===== src/rtl/counter_sched_pkg.sv =====
// counter_sched_pkg: shared FSM state type and terminal-flag selection for counter_sched.
package counter_sched_pkg;
  typedef enum logic [1:0] {IDLE, LOAD, RUN, DONE} state_t;
  // Terminal flag for the job direction: max_count when counting up, zero when counting down.
  function automatic logic term_hit(input logic up, input logic zero, input logic max_count);
    return up ? max_count : zero;
  endfunction
endpackage


===== src/rtl/rr_arbiter.sv =====
// rr_arbiter: combinational round-robin pick of the first set req bit starting at ptr.
// Ports: req (request vector), ptr (search start), enable (gates the pick),
//        gnt (one-hot winner, 0 if none/disabled), idx (encoded winner, 0 if none).
module rr_arbiter #(
  parameter int N = 4,
  parameter int IW = $clog2(N)
) (
  input  logic [N-1:0]  req,
  input  logic [IW-1:0] ptr,
  input  logic          enable,
  output logic [N-1:0]  gnt,
  output logic [IW-1:0] idx
);
  logic          found;
  logic [IW-1:0] p;
  always_comb begin
    gnt = '0;
    idx = '0;
    found = 1'b0;
    p = '0;
    for (int k = 0; k < N; k++) begin
      p = IW'((int'(ptr) + k) % N);
      if (enable && !found && req[p]) begin
        found = 1'b1;
        gnt[p] = 1'b1;
        idx = p;
      end
    end
  end
endmodule


===== src/rtl/counter_sched.sv =====
// counter_sched: round-robin scheduler sharing one up/down counter among NUM_REQ requesters.
// Ports: clk, rst_n (async active-low); req/req_load/req_dir (per-requester job requests);
//        grant/done/busy (to requesters); load_n/data_load/ce/up_down (counter controls);
//        zero/max_count (counter terminal flags).
module counter_sched
  import counter_sched_pkg::*;
#(
  parameter int WIDTH = 4,
  parameter int NUM_REQ = 4
) (
  input  logic                     clk,
  input  logic                     rst_n,
  input  logic [NUM_REQ-1:0]       req,
  input  logic [NUM_REQ*WIDTH-1:0] req_load,
  input  logic [NUM_REQ-1:0]       req_dir,
  output logic [NUM_REQ-1:0]       grant,
  output logic [NUM_REQ-1:0]       done,
  output logic                     busy,
  output logic                     load_n,
  output logic [WIDTH-1:0]         data_load,
  output logic                     ce,
  output logic                     up_down,
  input  logic                     zero,
  input  logic                     max_count
);
  localparam int IW = $clog2(NUM_REQ);
  state_t              state, state_nxt;
  logic [IW-1:0]       ptr, owner, pick_idx, ptr_nxt;
  logic [NUM_REQ-1:0]  pick;
  logic                term, abort;
  rr_arbiter #(.N(NUM_REQ), .IW(IW)) u_arb (
    .req(req),
    .ptr(ptr),
    .enable(state == IDLE),
    .gnt(pick),
    .idx(pick_idx)
  );
  assign term = term_hit(up_down, zero, max_count);
  // Owner withdrawing its request before completion cancels the job without a done pulse.
  assign abort = (state == LOAD || state == RUN) && !req[owner];
  assign ptr_nxt = (owner == IW'(NUM_REQ - 1)) ? '0 : owner + 1'b1;
  always_ff @(posedge clk or negedge rst_n)
    if (!rst_n) state <= IDLE;
    else state <= state_nxt;
  always_comb begin
    state_nxt = (state == IDLE) ? (|req ? LOAD : IDLE) :
                (state == DONE || abort) ? IDLE :
                (state == LOAD) ? RUN :
                (term ? DONE : RUN);
  end
  always_comb begin
    busy = state != IDLE;
    load_n = state != LOAD;
    ce = state == RUN && !term && !abort;
  end
  always_ff @(posedge clk or negedge rst_n) begin
    if (!rst_n) begin
      grant <= '0;
      done <= '0;
      data_load <= '0;
      up_down <= 1'b0;
      ptr <= '0;
      owner <= '0;
    end else begin
      done <= (state == RUN && term && !abort) ? grant : '0;
      if (state == IDLE && |req) begin
        grant <= pick;
        owner <= pick_idx;
        data_load <= req_load[int'(pick_idx)*WIDTH +: WIDTH];
        up_down <= req_dir[pick_idx];
      end else if (state == DONE || abort) begin
        grant <= '0;
        ptr <= ptr_nxt;
      end
    end
  end
endmodule


===== config.mk =====
export PLATFORM = sky130hd
export DESIGN_NAME = counter_sched
export DESIGN_NICKNAME = d
export VERILOG_FILES = /design/src/rtl/counter_sched_pkg.sv /design/src/rtl/rr_arbiter.sv /design/src/rtl/counter_sched.sv
export SDC_FILE = /design/constraint.sdc
export NUM_CORES = 1
export LEC_CHECK = 0
export CORE_MARGIN = 4
export CORE_UTILIZATION = 50
export DETAILED_ROUTE_END_ITERATION = 7
export HOLD_SLACK_MARGIN = 0.12
export MAX_ROUTING_LAYER = met4
export PLACE_DENSITY = 0.88
export SYNTH_ARGS = -nofsm -noshare
export SYNTH_HDL_FRONTEND = slang
export SYNTH_SLANG_ARGS = --single-unit

===== constraint.sdc =====
create_clock -name clk -period 6.3 [get_ports clk]
set_input_delay 1.26 -clock clk [delete_from_list [all_inputs] [get_ports clk]]
set_output_delay 1.26 -clock clk [all_outputs]
set_load 0.05 [all_outputs]

==> out/results.ini, run 1 <==
[run_status]
run_status = finished clean

[critical_path]
critical_path_cell_count = 5
arrival_ns = 3.39
critical-path-top-cell-by-count = sky130_fd_sc_hd__clkdlybuf4s50_1
r2r_cells = 9
crit_chain = clkdlybuf4s50_1, mux4_2, nand2b_1, and3_1, clkdlybuf4s50_1
reg2reg_from = ptr[0]$_DFFE_PN0P_
path_delay_family = buffers and inverters
reg2reg_to = up_down$_DFFE_PN0P_
timing.reg2reg.setup_slack_ns = 2.46
worst_setup_path_end_kind = primary output
critical_path_buf_inv_count = 2
cp_slowest_cell = sky130_fd_sc_hd__clkdlybuf4s50_1
timing.critical_path.from_type = primary input
critPathMaxStageDelay_ns = 0.69
worstPathMaxFanout = 8
timing.setup.critical_path_class = primary input to primary output
required_ns = 5.04

[grt]
grt-ovfl-total = 0
grt_first_pass_wirelength_mm = 7.286
first_global_vias = 1545
grt_max_degree = 30
globalRouteTotalUtil_pct = 21.27
grt_antenna_before_repair = 0

[timing]
fin_hold_ws_ns = 0.5125
setup_tns_ns = 0
skew_ns = 0.009895
maxSlewHeadroom_pct = 43.43
fin_crit_sh_pct = 73.82
layout_min_cycle_time_ns = 4.651
hold_violation_count_in_the_final_report = 0
report.final.setup_viol = 0
max_freq_mhz = 215.0
drv_slew = 0
setup_repair_after_global_routing_missed_its_margin = false
actual_transition_at_the_worst_max_transition_pin_ns = 0.8458

[die]
initial_utilization_pct = 52.16
io_pins = 44
design.core.area_mm2 = 0.003363
rows = 21
die_height_um = 67.23
die_area_mm2 = 0.004520
floorplan.die.width_um = 67.23

[cells_and_area]
drive_above_1_share_pct = 11.56
diodes = 0
final_net_count = 267
layout-area-overhead-vs-synth_pct = 27.32

[power_and_ir_drop]
power_density_mw_per_mm2 = 490.9
total_leakage_power_nw = 0.9379
max-vdd-ir-drop_mv = 0.3082

[synthesis]
synth_cells = 185
yosys-top-cells-area = sky130_fd_sc_hd__dfrtp_1 27%, sky130_fd_sc_hd__ha_1 9.3%, sky130_fd_sc_hd__mux2_2 5.8%
synth.ff_latch_count = 19
synth.yosys.seq_area_share_pct = 27.10
synthesis.area_mm2 = 0.001754
synth-main-ff-cell = sky130_fd_sc_hd__dfrtp_1
synth-async-reset-ratio_pct = 100.0
synth.most_common_cell = sky130_fd_sc_hd__nand2_1
synth-edff-count = 0
yosys_warnings = 0
yosys.area.top_type = sky130_fd_sc_hd__dfrtp_1
ys_top_cells_by_count = 20 x sky130_fd_sc_hd__nand2_1, 19 x sky130_fd_sc_hd__dfrtp_1, 13 x sky130_fd_sc_hd__ha_1
ys_types = 48
synth_nets = 226
postSynthAreaPerCell_um2 = 9.482
synthDominantCellAreaShare_pct = 27.10

[routing]
route.detailed.drc = 0
dr.max_layer_used = met4
route.met3.wl_um = 296
firstDrtPassIters = 6
drt-initial-drc-count = 139
met1_length_mm = 1.943
post_drt_via_cell_ratio = 6.192
detail_route.wirelength_mm = 4.444
vias = 1678
routed-wl-met2_mm = 2.166
drt.antenna.violating_nets = 0
routed_wire_length_per_instance_um = 16.40

[place]
hpwl_mm = 3.477
gp_congestion = 0.9121
placement.io_buffers = 43

[min_path]
hold_path_startpoint = data_load[1]$_DFFE_PN0P_
min_delay_path_depth = 2
whs_endpoint = data_load[1]$_DFFE_PN0P_
hold_path_class = flip-flop to flip-flop

[cts]
clock_tree.root_cell = sky130_fd_sc_hd__clkbuf_4
cts.sink_count = 19
latest_clock_arrival_within_the_worst_skew_pair_ns = 0.29
cts_max_level = 1
postCtsResizedCells = 0
tritoncts = yes
postCtsHoldBufs = 0
tritoncts_buffers = 3
postCtsSetupRepairBufs = 0
clkTransAtPathRegs_ns = 0.11
cts-root-to-sink-buffers = 2

[run]
drv.max_cap_violation_count = 0

## sequential cells by signal, indices dropped and copies added, names as in the netlist
name and cells:
data_load 4, done 4, grant 4, owner 2
ptr 2, state 2, up_down 1
## worst max-delay path by stage
stage,start,end
2_1_floorplan,ptr[0]$_DFFE_PN0P_,up_down$_DFFE_PN0P_
3_3_place_gp,req[3],ce
3_5_place_dp,req[3],ce
4_1_cts,req[3],ce
5_1_grt,req[3],ce
6_report,req[3],ce
## tightest hold or removal path: stages (launching register included)
cell	delay, ns
sky130_fd_sc_hd__dfrtp_1	0.36
sky130_fd_sc_hd__nand2_1	0.06
sky130_fd_sc_hd__o311ai_1	0.06
## through the flow
| step | setup slack (ns) | util, % | area, um2 | power (mW) | std cells |
|---|---|---|---|---|---|
| floorplan | 2.687 | - | 1754 | 0.8312 | 185 |
| global placement | 1.711 | 65.63 | 2207 | 1.008 | 267 |
| detailed placement | 1.663 | 65.63 | 2207 | 1.029 | 267 |
| CTS | 1.661 | 66.41 | 2233 | 1.090 | 271 |
| global route | 1.580 | 66.41 | 2233 | 1.177 | 271 |
| finish | 1.649 | 66.41 | 2233 | 1.096 | 271 |
## cell usage in the layout, fill, tap and decap left out, types with 5 or more instances in the layout
cell type | Yosys | layout
sky130_fd_sc_hd__mux2i_1 | 8 | 8
sky130_fd_sc_hd__o211ai_1 | 7 | 7
sky130_fd_sc_hd__and2_1 | 5 | 5
sky130_fd_sc_hd__mux2_2 | 9 | 9
sky130_fd_sc_hd__inv_1 | 11 | 11
sky130_fd_sc_hd__dfrtp_1 | 19 | 19
sky130_fd_sc_hd__ha_1 | 13 | 13
sky130_fd_sc_hd__nand2_1 | 20 | 20
sky130_fd_sc_hd__clkdlybuf4s50_1 | 0 | 43
sky130_fd_sc_hd__nor2_1 | 5 | 5
sky130_fd_sc_hd__o21ai_0 | 6 | 6
## power breakdown
part / internal (mW) / leakage, nW / total [mW] / switching [mW]
clock network: 0.0245 / 0.0150 / 0.0596 / 0.0350
registers: 0.169 / 0.243 / 0.209 / 0.0398
logic: 0.330 / 0.679 / 0.828 / 0.498
## kinds of logic (layout without fill, tap and decap cells)
logic type / after synthesis / in the layout / synth area share [%]
muxes: 21 / 21 / 15.69
buffers and inverters: 20 / 60 / 5.206
adders and majority gates: 13 / 13 / 9.273
and+or+nand+nor: 52 / 52 / 15.26
DFF: 19 / 19 / 27.10
AOI/OAI and AO/OA: 60 / 60 / 27.46
## area by class of cell
cell class,instances,area [um2]
repair buffers,45,445.4
fillers,304,1130
inverters,11,41.29
clock buffers,4,26.28
well taps,46,57.56
multi-input cells,146,1187
flip-flops and latches,19,475.5
## metal layers
metal,track usage (%),vias up
met5,-,-
met4,5.063,0
met3,1.830,2
met2,34.48,62
met1,28.85,824
li1,-,790
(Power assumes the default switching activity.)
==> inputs of run 2 (changes only) <==
Clock period 6.3 ns to 4.7 ns, I/O delays scaled along.
==> out/results.ini, run 2 (synthesis results as in run 1) <==
[run_status]
run_status = finished clean

[cells_and_area]
utilization_pct = 66.41
reg_top3 = data_load x4, done x4, grant x4
layout-area-overhead-vs-synth_pct = 27.32
drive_above_1_share_pct = 11.56
final_net_count = 267
top_library_cells_by_usage_in_the_layout_fill_and_taps_aside = 43 x sky130_fd_sc_hd__clkdlybuf4s50_1, 20 x sky130_fd_sc_hd__nand2_1, 19 x sky130_fd_sc_hd__dfrtp_1
final-instance-count-excl-fill = 271
layout.cells.most_common = sky130_fd_sc_hd__clkdlybuf4s50_1
diodes = 0
finish.instance_area_mm2 = 0.002233

[critical_path]
reg2reg_from = ptr[1]$_DFFE_PN0P_
worstPathMaxFanout = 8
timing.critical_path.from_type = primary input
required_ns = 3.76
cp-startpoint = req[3]
timing.reg2reg.setup_slack_ns = 1.16
timing.setup.critical_path_class = primary input to primary output
arrival_ns = 3.03
worst_setup_path_end_kind = primary output

[place]
gp_congestion = 0.9441
placement.io_buffers = 43
hpwl_mm = 3.454
dpl_cell_area_mm2 = 0.002207
post_placement_cell_count = 267
place_worst_setup_slack_ns = 0.7237

[cts]
cts-root-to-sink-buffers = 2
cts_max_level = 1
clkTransAtPathRegs_ns = 0.10
postCtsResizedCells = 0
tritoncts_buffers = 3
cts.sink_count = 19
latest_clock_arrival_within_the_worst_skew_pair_ns = 0.29
postCtsSetupRepairBufs = 0
clock_tree.root_cell = sky130_fd_sc_hd__clkbuf_4
tritoncts = yes
postCtsHoldBufs = 0

[grt]
grt_antenna_before_repair = 0
first_global_vias = 1512
grt-ovfl-total = 0
grt_first_pass_wirelength_mm = 7.189
grt_max_degree = 29
globalRouteTotalUtil_pct = 21.05

[routing]
route.detailed.drc = 0
routed_wire_length_per_instance_um = 16.34
vias = 1604
post_drt_via_cell_ratio = 5.919
drt.antenna.violating_nets = 0
drt-initial-drc-count = 82
firstDrtPassIters = 4
detail_route.wirelength_mm = 4.429

[timing]
setup_repair_after_global_routing_missed_its_margin = false
setup_tns_ns = 0
fin_crit_sh_pct = 84.56
actual_transition_at_the_worst_max_transition_pin_ns = 0.7900
fin_hold_ws_ns = 0.4977
worst_slack_ns = 0.7258
drv_slew = 0
hold_violation_count_in_the_final_report = 0
maxSlewHeadroom_pct = 47.17
report.final.setup_viol = 0
max_freq_mhz = 251.6
layout_min_cycle_time_ns = 3.974
skew_ns = 0.002627

[power_and_ir_drop]
fin_total_pwr_mw = 1.479
power_density_mw_per_mm2 = 662.2
total_leakage_power_nw = 0.9379
max-vdd-ir-drop_mv = 0.3511

[die]
design.core.area_mm2 = 0.003363
floorplan.die.width_um = 67.23
rows = 21
initial_utilization_pct = 52.16
io_pins = 44
die_area_mm2 = 0.004520
die_height_um = 67.23

[min_path]
hold_path_startpoint = data_load[2]$_DFFE_PN0P_
hold_path_class = flip-flop to flip-flop

[run]
drv.max_cap_violation_count = 0

## run 2: cell counts in the layout (fill, tap and decap cells not counted)
Identical to the previous run, type by type.
## run 2: area by class of cell
class                      instances  area (um2)
fill                             298        1130
sequential                        19       475.5
timing repair buffer              45       445.4
inverter                          11       41.29
multi-input combinational        146        1187
tap                               46       57.56
clock buffer                       4       26.28
## run 2: path summary, 6_finish.rpt
kind | end | depth (start not counted)
max | ce | 5
min | data_load[2]$_DFFE_PN0P_ | 2
max reg2reg | up_down$_DFFE_PN0P_ | 8
min reg2reg | data_load[2]$_DFFE_PN0P_ | 2
max in group asynchronous | data_load[3]$_DFFE_PN0P_ | 1
min in group asynchronous | grant[3]$_DFFE_PN0P_ | 1
## run 2: layer usage
layer  global-route usage [%]  wire [um]  vias up
li1                         -          -      783
met5                        -          0        -
met3                    2.329        207        2
met4                    7.595         38        0
met1                    27.95       2015      778
met2                    33.25       2168       41
## run 2: report_power, final
part	leakage [nW]	total (mW)	switching, mW	internal (mW)
registers	0.243	0.284	0.0574	0.226
logic	0.679	1.11	0.670	0.444
clock network	0.0150	0.0803	0.0473	0.0330
## run 2: critical path, stage by stage
cell and delay [ns]:
sky130_fd_sc_hd__clkdlybuf4s50_1 0.51, sky130_fd_sc_hd__mux4_2 0.53, sky130_fd_sc_hd__nand2b_1 0.19, sky130_fd_sc_hd__and3_1 0.18
sky130_fd_sc_hd__clkdlybuf4s50_1 0.69
==> inputs of run 3 (changes only) <==
Clock period 4.7 ns to 3.82 ns, I/O delays scaled along.
==> out/results.ini, run 3 (synthesis results as in run 1) <==
[die]
die_area_mm2 = 0.004520
rows = 21
design.core.area_mm2 = 0.003363
initial_utilization_pct = 52.16
die_height_um = 67.23
floorplan.die.width_um = 67.23
io_pins = 44

[timing]
hold_violation_count_in_the_final_report = 0
max_freq_mhz = 310.5
report.final.setup_viol = 0
drv_slew = 0
layout_min_cycle_time_ns = 3.221
fin_crit_sh_pct = 84.31
skew_ns = 0.002194
setup_repair_after_global_routing_missed_its_margin = false
actual_transition_at_the_worst_max_transition_pin_ns = 0.8058
setup_tns_ns = 0
maxSlewHeadroom_pct = 46.11

[cts]
postCtsResizedCells = 0
clock_tree.root_cell = sky130_fd_sc_hd__clkbuf_4
latest_clock_arrival_within_the_worst_skew_pair_ns = 0.29
tritoncts_buffers = 3
postCtsHoldBufs = 0
tritoncts = yes
postCtsSetupRepairBufs = 0
cts-root-to-sink-buffers = 2
clkTransAtPathRegs_ns = 0.11
cts.sink_count = 19
cts_max_level = 1

[place]
hpwl_mm = 3.537
post_placement_cell_count = 269
placement.io_buffers = 43
gp_congestion = 0.9414

[grt]
globalRouteMet1Util_pct = 30.32
globalRouteTotalUtil_pct = 21.23
grt_antenna_before_repair = 0
grt_max_degree = 29
first_global_vias = 1552
grt_busiest_layer = met2
grt_first_pass_wirelength_mm = 7.327
globalRouteMet2Util_pct = 33.50
grtUsageMet3_pct = 1.498
grt-ovfl-total = 0

[cells_and_area]
top_library_cells_by_usage_in_the_layout_fill_and_taps_aside = 42 x sky130_fd_sc_hd__clkdlybuf4s50_1, 20 x sky130_fd_sc_hd__nand2_1, 19 x sky130_fd_sc_hd__dfrtp_1
diodes = 0
reg_top3 = data_load x4, done x4, grant x4
layout-area-overhead-vs-synth_pct = 28.10
layout.cells.most_common = sky130_fd_sc_hd__clkdlybuf4s50_1
final-instance-count-excl-fill = 273
filler_cell_count = 302
final_net_count = 269
drive_above_1_share_pct = 13.22

[critical_path]
reg2reg_to = up_down$_DFFE_PN0P_
r2r_cells = 8
crit_chain = inv_1, ha_1, mux4_2, nor2b_1, o21a_1, mux2_2, a211o_1, o211ai_2
critPathMaxStageDelay_ns = 0.58
cp_slowest_cell = sky130_fd_sc_hd__mux4_2
critical_path_buf_inv_count = 1
required_ns = 4.04
reg2reg_from = ptr[1]$_DFFE_PN0P_
path_delay_family = multiplexers
timing.critical_path.from_type = flip-flop
worst_setup_path_end_kind = flip-flop
timing.reg2reg.setup_slack_ns = 0.60
timing.setup.critical_path_class = flip-flop to flip-flop
arrival_ns = 3.44
worstPathMaxFanout = 10

[routing]
routed_wire_length_per_instance_um = 16.42
vias = 1675
detail_route.wirelength_mm = 4.483
drt-initial-drc-count = 132
firstDrtPassIters = 6
post_drt_via_cell_ratio = 6.136
drt.antenna.violating_nets = 0
route.detailed.drc = 0

[min_path]
whs_endpoint = data_load[3]$_DFFE_PN0P_
hold_path_class = flip-flop to flip-flop
min_delay_path_depth = 2
hold_path_startpoint = data_load[3]$_DFFE_PN0P_

[power_and_ir_drop]
total_leakage_power_nw = 0.9520
power_density_mw_per_mm2 = 821.3
max-vdd-ir-drop_mv = 0.4417

[run]
drv.max_cap_violation_count = 0

[run_status]
run_status = finished clean

run 3: cell types whose count changed in the layout (fill, tap and decap cells not counted), sizes merged:
cell,previous run,this run
buf,2,5
clkbuf,4,3
clkdlybuf4s50,43,42
clkinv,0,1
run 3: worst min-delay path: cells and delay by family (launching register included):
family | cells | cell delay, ns
AOI/OAI and AO/OA | 1 | 0.06
and+or+nand+nor | 1 | 0.05
DFF | 1 | 0.37
run 3: power by group:
group          switching, mW  total, mW  leakage (nW)  internal [mW]
Combinational          0.833       1.40         0.691          0.563
Sequential            0.0702      0.349         0.243          0.278
Clock                 0.0616      0.101        0.0177         0.0390
run 3: metrics by stage:
| stage | power, mW | instance area [um2] | util [%] | worst slack (ns) | hold WS, ns |
|---|---|---|---|---|---|
| 3_5_place_dp | 1.727 | 2220 | 66.00 | 0.4735 | 0.5024 |
| 5_1_grt | 1.970 | 2247 | 66.82 | 0.4551 | 0.5534 |
| 3_3_place_gp | 1.688 | 2220 | 66.00 | 0.5940 | 0.4757 |
| 4_1_cts | 1.830 | 2247 | 66.82 | 0.6385 | 0.5268 |
| 6_report | 1.846 | 2247 | 66.82 | 0.5995 | 0.5169 |
| 2_1_floorplan | 1.371 | 1754 | - | 0.2072 | 0.4684 |
run 3: worst max path at each step:
stage | start | endpoint | slack, ns | cells past startpoint
finish | ptr[1]$_DFFE_PN0P_ | up_down$_DFFE_PN0P_ | 0.60 | 8
global placement | req[2] | up_down$_DFFE_PN0P_ | 0.59 | 7
CTS | ptr[1]$_DFFE_PN0P_ | up_down$_DFFE_PN0P_ | 0.64 | 8
detailed placement | req[2] | up_down$_DFFE_PN0P_ | 0.47 | 7
floorplan | ptr[0]$_DFFE_PN0P_ | up_down$_DFFE_PN0P_ | 0.21 | 12
global route | ptr[1]$_DFFE_PN0P_ | up_down$_DFFE_PN0P_ | 0.46 | 8
run 3: area by class of cell:
| type | count | area [um2] | area share [%] |
|---|---|---|---|
| sequential | 19 | 475.5 | 21.16 |
| clock buffer | 3 | 22.52 | 1.002 |
| tap | 46 | 57.56 | 2.561 |
| multi-input combinational | 146 | 1187 | 52.84 |
| timing repair buffer | 47 | 457.9 | 20.38 |
| clock inverter | 1 | 5.005 | 0.2227 |
| inverter | 11 | 41.29 | 1.837 |
run 3: metal layers:
| layer | routed length [um] | up-vias | part of all wire, % |
|---|---|---|---|
| li1 | - | 795 | - |
| met4 | 29 | 0 | 0.65 |
| met2 | 2119 | 71 | 47 |
| met3 | 293 | 2 | 6.5 |
| met5 | 0 | - | 0 |
| met1 | 2041 | 807 | 46 |
==> RTL edit 1 (config.mk and constraints of run 2) <==
`WIDTH`: 4 -> 3.
--- a/src/rtl/counter_sched.sv
+++ b/src/rtl/counter_sched.sv
@@ -6,5 +6,5 @@
   import counter_sched_pkg::*;
 #(
-  parameter int WIDTH = 4,
+  parameter int WIDTH = 3,
   parameter int NUM_REQ = 4
 ) (
Interface: changed (resized data_load and req_load); port bits go from 44 to 39. The function was not compared with the original's and may differ.
==> RTL edit 1 against run 2 <==
Non-clock buffer count shrank 6; area after synthesis decreased by 5.0%; maximum frequency is 2.2% lower; wire length is 3.2% lower; first-iteration DRC count is 28% higher; utilization fell by 0.13 points; sequential cell count is 1 lower; setup slack lost 90 ps; power decreased by 6.9%; cell area down 7.2%.
==> RTL edit 1: results (changes against run 2) <==
GRT
  – First-pass GRT wire length: 7.11 mm (-1.1%)
  – GRT Resource Usage Total: 21.2% (+0.19 points)
  – Pin count of the biggest net entering global routing: 29 (unchanged)
  – Initial antenna violation count: 0 (unchanged)

Clock network
  – Clk root buf: clkbuf_4
  – Clk slew on worst S/H paths: 100 ps (about the same)
  – CTS buffer count: 3 (unchanged)
  – Total setup buffers inserted after CTS: 0 (unchanged)
  – H-tree depth: 1 (unchanged)
  – Post-CTS sizing: 0 (unchanged)
  – Worst-Skew Late Latency: 290 ps (about the same)

Yosys
  – Post-synth top cells: 24 x nand2_1, 18 x dfrtp_1, 13 x ha_1, 12 x mux2i_1
  – Cells after Synth: 186 (+0.54%)
  – Share of the synthesized area in the top cell type: 27.0% (-0.077 points)
  – Async set-reset flop share out of synthesis: 100% (unchanged)
  – Sequential element share of the synthesized area: 27.0% (-0.077 points)
  – Area contributors post-synth: dfrtp_1 27%, ha_1 9.8%, mux2i_1 7.2%, nand2_1 5.4%, o21ai_0 3.3%
  – Prevailing post-synth register cell: dfrtp_1
  – Syn_nets: 223 (-1.3%)
  – YS warnings: 0 (unchanged)
  – Distinct cell type count after synthesis: 51 (+6.3%)

Setup path
  – CP Max Fanout: 9 (+1)
  – Worst EP arrival: 3120 ps (+90 ps)

Drt
  – Final antenna-violating net count: 0 (unchanged)
  – Total Routed Length: 4.29 mm (-3.2%)
  – Via count: 1,582 (-1.4%)
  – Initial DRC Count: 105 (+28%)
  – DRC viols: 0 (unchanged)
  – Routed vias/inst: 6.02 (+1.6%)

Finish
  – Layout net count: 258 (-3.4%)
  – Largest registers: done x4, grant x4, data_load x3
  – Layout cells sized above 1: 9.13% (-2.4 points)

Place
  – Count of input and output buffers: 38 (-12%)
  – Dpl hpwl: 3.33 mm (-3.5%)
  – Routability Congestion: 0.865 (-8.4%)

Status
  – Status: completed

STA
  – Setup TNS: 0 ps (unchanged)
  – Clk_skew: 4.91 ps (+2.28 ps)
  – Rel. slew slack: 48.8% (+1.6 points)

Power and ir drop
  – Worst vdd ir: 0.403 mV (+15%)
  – Leak Pwr: 0.874 nW (-6.8%)

Min path
  – Tightest Hold Check Type: reg -> reg
[RTL edit 1: stage by stage]
step	hold WS [ps]	utilization, %	area [µm²]	setup slack [ps]	power, mW
finish	535	66.3	2070	636	1.38
floorplan	484	-	1670	1710	1.04
detailed placement	497	65.6	2050	648	1.30
global placement	491	65.6	2050	687	1.27
CTS	534	66.3	2070	644	1.37
global route	561	66.3	2070	568	1.48
[RTL edit 1: cell families after synthesis]
logic type | share of synthesized area [%]
DFF | 27.0
and+or+nand+nor | 21.7
buffers and inverters | 5.10
muxes | 13.6
adders and majority gates | 9.76
AOI/OAI and AO/OA | 22.8
[RTL edit 1: final cells by class]
class                           count  area, µm²
Inverter                            7       26.3
Multi-Input combinational cell    152       1130
Timing Repair Buffer               39        388
Sequential cell                    18        450
Tap cell                           44       55.1
Clock buffer                        3       22.5
Fill cell                         253       1050
[RTL edit 1: where the power goes]
| group | internal (mW) | switching, mW |
|---|---|---|
| logic | 0.396 | 0.635 |
| clock network | 0.0298 | 0.0436 |
| registers | 0.214 | 0.0589 |
[RTL edit 1: path summary, 6_finish.rpt]
path / slack (ps) / cells after the start / end / startpoint
worst max-delay path: 640 / 5 / ce / req[3]
worst min-delay path: 540 / 2 / data_load[0] / data_load[0]
worst max register to register: 1610 / 8 / data_load[0] / ptr[1]
worst min register to register: 540 / 2 / data_load[0] / data_load[0]
max in group asynchronous: 3130 / 1 / done[1] / rst_n
min in group asynchronous: 1100 / 1 / ptr[1] / rst_n
[RTL edit 1: layer usage]
layer	share of wire (%)	GRT usage (%)	vias up
li1	-	-	759
met1	42	25.9	757
met2	50	35.7	60
met3	6.6	4.96	6
met4	1.0	4.66	0
met5	0	-	-
[RTL edit 1: critical path: stages]
cell and delay [ps]:
clkdlybuf4s50_1 550, mux4_2 560, nand2b_1 190, and3_1 190, clkdlybuf4s50_1 690
==> RTL edit 2 (settings of run 2) <==
Without the edit above. The 4 states of `state_t` get a Gray code encoding in 2 bits.
--- a/src/rtl/counter_sched_pkg.sv
+++ b/src/rtl/counter_sched_pkg.sv
@@ -1,5 +1,5 @@
 // counter_sched_pkg: shared FSM state type and terminal-flag selection for counter_sched.
 package counter_sched_pkg;
-  typedef enum logic [1:0] {IDLE, LOAD, RUN, DONE} state_t;
+  typedef enum logic [1:0] {IDLE = 2'b00, LOAD = 2'b01, RUN = 2'b11, DONE = 2'b10} state_t;
   // Terminal flag for the job direction: max_count when counting up, zero when counting down.
   function automatic logic term_hit(input logic up, input logic zero, input logic max_count);
Behaviour: no difference found for any inputs over 10 cycles, from zero or initial values and one cycle with rst_n low; not proved beyond that.
==> RTL edit 2 against run 2 <==
Highest routed layer unchanged; sequential cell count unchanged; largest cell class unchanged; setup slack worse by 73 ps; clock skew up 2.4 ps; largest power group unchanged; cell area decreased by 4.3%; maximum frequency fell by 1.8%; power grew 0.49%; synthesized cell count down 11%; critical path type unchanged; wire length fell by 1.6%; area after synthesis is 6.9% lower.
==> RTL edit 2: results (changes against run 2) <==
Power and ir drop
  – Sequential power: 280 µW (-1%)
  – Worst vdd ir: 0.396 mV (+13%)
  – Internal power: 714 µW (+1.5%)
  – Sw frac: 51.9% (-0.47 points)
  – Comb power frac: 74.8% (-0.6 points)
  – Leak Pwr: 0.909 nW (-3.1%)

Yosys
  – Distinct cell type count after synthesis: 45 (-6.3%)
  – Post-synth top cells: 26 x nand2_1, 19 x dfrtp_1, 12 x mux2i_1, 9 x ha_1
  – Async set-reset flop share out of synthesis: 100% (unchanged)
  – Sequential element share of the synthesized area: 29.1% (+2.0 points)
  – YS warnings: 0 (unchanged)
  – Syn_nets: 202 (-11%)
  – Mux contribution to synthesized area: 19.1% (+3.4 points)
  – Compound-Gate Fraction of Synth Area: 21.7% (-5.8 points)
  – Adder-cell share of the synthesized area: 6.90% (-2.4 points)
  – Area contributors post-synth: dfrtp_1 29%, mux2i_1 7.4%, ha_1 6.9%, nand2_1 6.0%, o221ai_1 4.3%

STA
  – Rel. slew slack: 41.7% (-5.4 points)
  – Clk_skew: 5.06 ps (+2.44 ps)

Setup path
  – Worst EP arrival: 3110 ps (+80 ps)
  – CP max stage cell: clkdlybuf4s50_1

Finish
  – Layout cells sized above 1: 12.9% (+1.3 points)
  – Layout net count: 248 (-7.1%)
  – Largest registers: data_load x4, done x4, grant x4

Drt
  – DR pass1 iterations: 5 (+1)
  – Routed vias/inst: 6.04 (+2.0%)
  – Max Used Layer: met4
  – Initial DRC Count: 57 (-30%)
  – Total Routed Length: 4.36 mm (-1.6%)
  – Met2 WL post-DR: 2.23 mm (+3.0%)
  – Routed metal-1 wirelength: 1.78 mm (-12%)
  – DRC viols: 0 (unchanged)
  – Met3 wire length: 281 µm (+36%)

Clock network
  – H-tree depth: 1 (unchanged)
  – Worst-Skew Late Latency: 320 ps (+30 ps)
  – Post-CTS sizing: 0 (unchanged)
  – Clk slew on worst S/H paths: 120 ps (+20 ps)
  – Total setup buffers inserted after CTS: 0 (unchanged)

GRT
  – Pin count of the biggest net entering global routing: 25 (-14%)
  – GRT Resource Usage Total: 21.7% (+0.65 points)
  – Number of global-route vias before repair: 1,531 (+1.3%)
  – First-pass GRT wire length: 7.00 mm (-2.7%)
  – GR Util met2: 36.7% (+3.4 points)
  – GRT met1 Usage: 26.7% (-1.3 points)
  – GRT met3 Usage: 3.76% (+1.4 points)

Place
  – Area after DPL: 2110 µm² (-4.5%)
  – Dpl hpwl: 3.48 mm (+0.63%)
  – Routability Congestion: 0.921 (-2.5%)
  – Count of input and output buffers: 43 (unchanged)

Status
  – Status: completed
==> RTL edit 2: cell type report <==
cell class                 count  area (µm²)
sequential                    19         475
tap                           44        55.1
inverter                       7        26.3
clock inverter                 1        7.51
multi-input combinational    133        1090
clock buffer                   3        22.5
timing repair buffer          47         460
fill                         249         940
==> RTL edit 2: path summary, 6_finish.rpt <==
| kind | slack (ps) | from | depth (start not counted) | end |
|---|---|---|---|---|
| setup / recovery | 650 | req[3] | 5 | ce |
| hold / removal | 530 | data_load[1] | 2 | data_load[1] |
| setup reg to reg | 1350 | ptr[1] | 8 | data_load[3] |
| hold reg to reg | 530 | data_load[1] | 2 | data_load[1] |
| max in group asynchronous | 3070 | rst_n | 1 | data_load[1] |
| min in group asynchronous | 1100 | rst_n | 1 | done[2] |
==> RTL edit 2: per-stage QoR <==
stage               setup slack [ps]  hold slack (ps)  instances
floorplan                       1440              480        165
finish                           653              527        254
detailed placement               666              483        250
global route                     592              545        254
global placement                 742              460        250
CTS                              664              522        254
